[src/rtl/vec_issue_sequencer.sv]
// Vector issue sequencer: splits one decoded vector instruction into LANES-wide
// element groups, issues them under an outstanding-writeback limit, then signals done.
module vec_issue_sequencer #(
  parameter int LANES      = 4,
  parameter int VLEN_ELEMS = 32,
  parameter int MAX_OUT    = 2,
  parameter int OP_W       = 6,
  localparam int VL_W      = $clog2(VLEN_ELEMS + 1),
  localparam int IDX_W     = $clog2(VLEN_ELEMS),
  localparam int OUT_W     = $clog2(MAX_OUT + 1)
) (
  input  logic             clk,
  input  logic             rst_n,
  input  logic             cmd_valid_i,
  output logic             cmd_ready_o,
  input  logic [OP_W-1:0]  cmd_op_i,
  input  logic [4:0]       cmd_vs1_i,
  input  logic [4:0]       cmd_vs2_i,
  input  logic [4:0]       cmd_vd_i,
  input  logic [VL_W-1:0]  cmd_vl_i,
  output logic             iss_valid_o,
  input  logic             iss_ready_i,
  output logic [OP_W-1:0]  iss_op_o,
  output logic [4:0]       iss_vs1_o,
  output logic [4:0]       iss_vs2_o,
  output logic [4:0]       iss_vd_o,
  output logic [IDX_W-1:0] iss_elem_idx_o,
  output logic [LANES-1:0] iss_lane_en_o,
  output logic             iss_last_o,
  input  logic             wb_valid_i,
  output logic             busy_o,
  output logic             done_o,
  output logic             err_o
);

  localparam int CMP_W = VL_W + 1;

  typedef enum logic [1:0] {S_IDLE, S_ISSUE, S_DRAIN, S_DONE} state_e;

  state_e            state_q, state_d;
  logic [OP_W-1:0]   op_q, op_d;
  logic [4:0]        vs1_q, vs1_d, vs2_q, vs2_d, vd_q, vd_d;
  logic [VL_W-1:0]   vl_q, vl_d;
  logic [IDX_W-1:0]  idx_q, idx_d;
  logic [OUT_W-1:0]  out_q, out_d;
  logic              err_q, err_d;

  logic              hs;
  logic              wb_dec;
  logic              wb_err;
  logic [VL_W-1:0]   vl_clamp;
  logic [CMP_W-1:0]  idx_ext;
  logic [CMP_W-1:0]  vl_ext;

  assign cmd_ready_o = (state_q == S_IDLE);
  assign busy_o      = (state_q != S_IDLE);
  assign done_o      = (state_q == S_DONE);
  assign err_o       = err_q;

  assign iss_valid_o = (state_q == S_ISSUE) && (out_q < OUT_W'(MAX_OUT));
  assign hs          = iss_valid_o && iss_ready_i;
  assign wb_dec      = wb_valid_i && (state_q != S_IDLE);
  assign wb_err      = wb_valid_i && ((state_q == S_IDLE) || (out_q == '0));

  assign vl_clamp = (cmd_vl_i > VL_W'(VLEN_ELEMS)) ? VL_W'(VLEN_ELEMS) : cmd_vl_i;

  assign iss_op_o       = op_q;
  assign iss_vs1_o      = vs1_q;
  assign iss_vs2_o      = vs2_q;
  assign iss_vd_o       = vd_q;
  assign iss_elem_idx_o = idx_q;

  // One extra bit so idx + offset never wraps before the compare against vl.
  assign idx_ext = CMP_W'(idx_q);
  assign vl_ext  = CMP_W'(vl_q);

  genvar gi;
  generate
    for (gi = 0; gi < LANES; gi++) begin : g_lane_en
      assign iss_lane_en_o[gi] = (state_q == S_ISSUE) && ((idx_ext + CMP_W'(gi)) < vl_ext);
    end
  endgenerate

  assign iss_last_o = (state_q == S_ISSUE) && ((idx_ext + CMP_W'(LANES)) >= vl_ext);

  // Simultaneous issue and writeback cancel; a stray writeback never underflows.
  always_comb begin
    out_d = out_q;
    if (hs && !wb_dec) begin
      out_d = out_q + OUT_W'(1);
    end else if (!hs && wb_dec && (out_q != '0)) begin
      out_d = out_q - OUT_W'(1);
    end
  end

  always_comb begin
    state_d = state_q;
    op_d    = op_q;
    vs1_d   = vs1_q;
    vs2_d   = vs2_q;
    vd_d    = vd_q;
    vl_d    = vl_q;
    idx_d   = idx_q;
    err_d   = err_q;
    case (state_q)
      S_IDLE: begin
        if (cmd_valid_i) begin
          op_d    = cmd_op_i;
          vs1_d   = cmd_vs1_i;
          vs2_d   = cmd_vs2_i;
          vd_d    = cmd_vd_i;
          vl_d    = vl_clamp;
          idx_d   = '0;
          err_d   = 1'b0;
          state_d = (vl_clamp == '0) ? S_DONE : S_ISSUE;
        end
      end
      S_ISSUE: begin
        if (hs) begin
          if (iss_last_o) begin
            state_d = S_DRAIN;
          end else begin
            idx_d = idx_q + IDX_W'(LANES);
          end
        end
      end
      S_DRAIN: begin
        if (out_d == '0) begin
          state_d = S_DONE;
        end
      end
      S_DONE: begin
        state_d = S_IDLE;
      end
      default: begin
        state_d = S_IDLE;
      end
    endcase
    if (wb_err) begin
      err_d = 1'b1;
    end
  end

  always_ff @(posedge clk or negedge rst_n) begin
    if (!rst_n) begin
      state_q <= S_IDLE;
      op_q    <= '0;
      vs1_q   <= '0;
      vs2_q   <= '0;
      vd_q    <= '0;
      vl_q    <= '0;
      idx_q   <= '0;
      out_q   <= '0;
      err_q   <= 1'b0;
    end else begin
      state_q <= state_d;
      op_q    <= op_d;
      vs1_q   <= vs1_d;
      vs2_q   <= vs2_d;
      vd_q    <= vd_d;
      vl_q    <= vl_d;
      idx_q   <= idx_d;
      out_q   <= out_d;
      err_q   <= err_d;
    end
  end

endmodule
[config.mk]
export PLATFORM = sky130hd
export DESIGN_NAME = vec_issue_sequencer
export DESIGN_NICKNAME = d
export VERILOG_FILES = /design/src/rtl/vec_issue_sequencer.sv
export SDC_FILE = /design/constraint.sdc
export NUM_CORES = 1
export LEC_CHECK = 0
export CORE_AREA = 4 4 71 73
export CTS_CLUSTER_DIAMETER = 80
export CTS_CLUSTER_SIZE = 14
export DETAILED_ROUTE_END_ITERATION = 7
export DIE_AREA = 0 0 75 77
export MAX_ROUTING_LAYER = met4
export PLACE_DENSITY = 0.79
export SKIP_CTS_REPAIR_TIMING = 1
export SLEW_MARGIN = 15
export SYNTH_ARGS = -nofsm -noshare
export SYNTH_HDL_FRONTEND = slang
export SYNTH_SLANG_ARGS = --single-unit
export TNS_END_PERCENT = 20
[constraint.sdc]
create_clock -name clk -period 2.7 [get_ports clk]
set_input_delay 0.675 -clock clk [delete_from_list [all_inputs] [get_ports clk]]
set_output_delay 0.675 -clock clk [all_outputs]
set_load 0.1 [all_outputs]
==> results.md <==
* First-iteration detailed-routing DRC count at 54
* DR vias/cell at 5.17
* Diode count at 0
* Via count at 1536
* Drc violations at 0
* Cell Area, Synth at 1920 sq um
* H-tree levels at 2
* Final Max Tran Viols at 0
* Avg Synthesized Cell Area at 11.2 sq um
* Total wire length at 4.13 mm
* Gr usage total at between 10% and 20%
* Ys flop type: dfrtp_1
* Ys async rst share at 100%
* Total die area at 5780 sq um
* GR Util met2 at 25.3%
* Seq cells post-synth at 35
* Time the worst path needs with I/O delays and setup at 2.79 ns
* Dominant cell type by area after synthesis: dfrtp_1
* Seq/Total Area, Yosys at between 40% and 50%
* Post-synth EDFFs at 0
* Router iterations before antenna repair at 4
* HP Class: reg -> reg
* CP Max Fanout at 3
* Fin worst setup slack at -0.0910 ns
* Status: finished, violations left
* CP arrival at 2.12 ns
* Top Usage Layer GRT: met2
* Relative slew slack at 66.6%
* Vias in the first global route at 1640
* CTS sink cnt at 35
* Grt met3 use at under 10%
* DP HPWL at 3.24 mm
* Clk_lat worst skew at 0.28 ns
* Setup crit end kind: output pin
* Boundary Pins at 68
* Die Ht at 77 microns
* Max clock buf depth at 2
* Most frequent cells after synthesis: 35 x dfrtp_1, 22 x mux2_2, 19 x ha_1
* Met1 GRT Util at 17.9%
* Critical path class: reg -> out
* Overflow after GRT at 0
* Clock transition at the registers of the reported paths at 0.06 ns
* Share of post-route cells with drive strength above 1 at between 30% and 40%
* Register area at 885 sq um
* Mapped Cells at around 170
* Max-Cap Viols at 0
* Library cells used by synthesis at 44
* Final GP Congestion at between 0.7 and 0.8
* Largest net degree at the start of global routing at 36
* Fmax at 358 MHz
* Critical Path RT at between 2 and 2.5 ns
* Failing checks: setup timing
* Initial core utilization at 44.0%
* Count leader, synth: dfrtp_1
* Root buf cell: clkbuf_8
* RSZ-0062 raised after global routing: true
* Synth top area cells: dfrtp_1 46%, mux2_2 13%, ha_1 12%, nand2b_1 2.9%, inv_1 2.3%
* Routed Antenna Nets at 0
* Clock skew at 0.00762 ns
* Worst-margin pin slew at 0.500 ns
* TritonCTS Buffers at 5
* Setup TNS Final at -0.166 ns
* CP Launch Type: flip-flop
* Multi-input combinational cell area at 1100 sq um
* Filler cells at between 300 and 400
* Layout Area Growth over Synthesis at 50.8%
* I/O Buffers at 65
* Die width at roughly 75 microns
* Final Setup Violations at 4
* CTS tree: yes
* Fin crit share at 103%
* Core area at 4350 sq um
* Final Hold Violating Endpoints at 0
* Cell row count at 24
* Share of the synthesized area in the top cell type at 45.7%
* Global-route wire length before repair at 6.97 mm
* Initial antenna violation count at 0
* WL per Instance at 13.9 microns
* Number of synthesis warnings at 0
* Layout net count at approximately 300
-- per-stage QoR --
stage	hold slack (ns)	std cells	instance area, sq um	utilization (%)	setup slack, ns
2_1_floorplan	0.379	175	2000	-	-0.328
3_3_place_gp	0.463	289	2720	62.5	0.0799
3_5_place_dp	0.477	289	2720	62.5	0.0322
4_1_cts	0.492	297	2820	64.8	-0.251
5_1_grt	0.528	297	2890	66.4	-0.151
6_report	0.488	297	2890	66.4	-0.0910
-- placed cells by master (no fill, tap or decap), types with 2 or more instances in the layout --
cell	count
nand2b_1	8
buf_4	31
a21oi_1	5
ha_1	15
dfrtp_1	32
nand2_1	10
o21ai_0	6
mux2i_1	2
mux2_2	22
conb_1	5
a311oi_4	2
nor3_1	2
clkbuf_8	7
o21a_1	2
ha_4	3
nor2_1	5
inv_1	12
buf_12	7
clkdlybuf4s50_1	31
dfrtp_4	2
-- flip-flops by register name (all words and copies together), names as in the netlist --
name	flops
err_o	1
iss_vd_o	5
iss_vs2_o	5
state_q	2
out_q	2
iss_vs1_o	5
vl_q	6
iss_elem_idx_o	3
iss_op_o	6
-- routing by layer --
metal / wire [microns] / part of all wire (%)
met5: 0 / 0
met4: 58 / 1.4
met3: 402 / 9.7
met2: 1950 / 47
met1: 1710 / 42
-- cells by family (layout without fill, tap and decap cells) --
group           Yosys count  in the layout  share of synthesized area [%]
compound gates           30             30                           10.8
mux                      24             24                           14.0
xor+xnor                  1              1                          0.457
simple gates             41             41                           12.1
flops                    35             35                           45.7
buf+inv                  20             90                           4.37
other cells               1              5                          0.196
fa+ha+maj                19             19                           12.4
-- cell type report --
cell class / count / share of cell area [%]
Multi-Input combinational cell: 120 / 38.1
Sequential cell: 35 / 30.6
Timing Repair Buffer: 70 / 24.0
Clock buffer: 8 / 3.46
Tap cell: 52 / 2.25
Inverter: 12 / 1.56
-- critical path: stages (launching register included) --
cell and delay [ns]:
dfrtp_4 0.48, ha_2 0.20, xor2_1 0.14, ha_1 0.29
and4bb_2 0.26, a31oi_4 0.10, a21oi_4 0.17, buf_12 0.19
-- path summary, 6_finish.rpt --
check	start	end	slack, ns	cells after the start
setup / recovery	iss_elem_idx_o[2]	iss_last_o	-0.09	7
setup reg to reg	iss_elem_idx_o[2]	state_q[1]	0.15	9
hold / removal	vl_q[2]	vl_q[2]	0.49	2
hold reg to reg	vl_q[2]	vl_q[2]	0.49	2
min in group asynchronous	rst_n	iss_op_o[5]	0.80	2
max in group asynchronous	rst_n	iss_elem_idx_o[2]	1.55	2
Power is not shown: default switching activity piles up to over one toggle a cycle in this logic, so the estimate is an artifact.
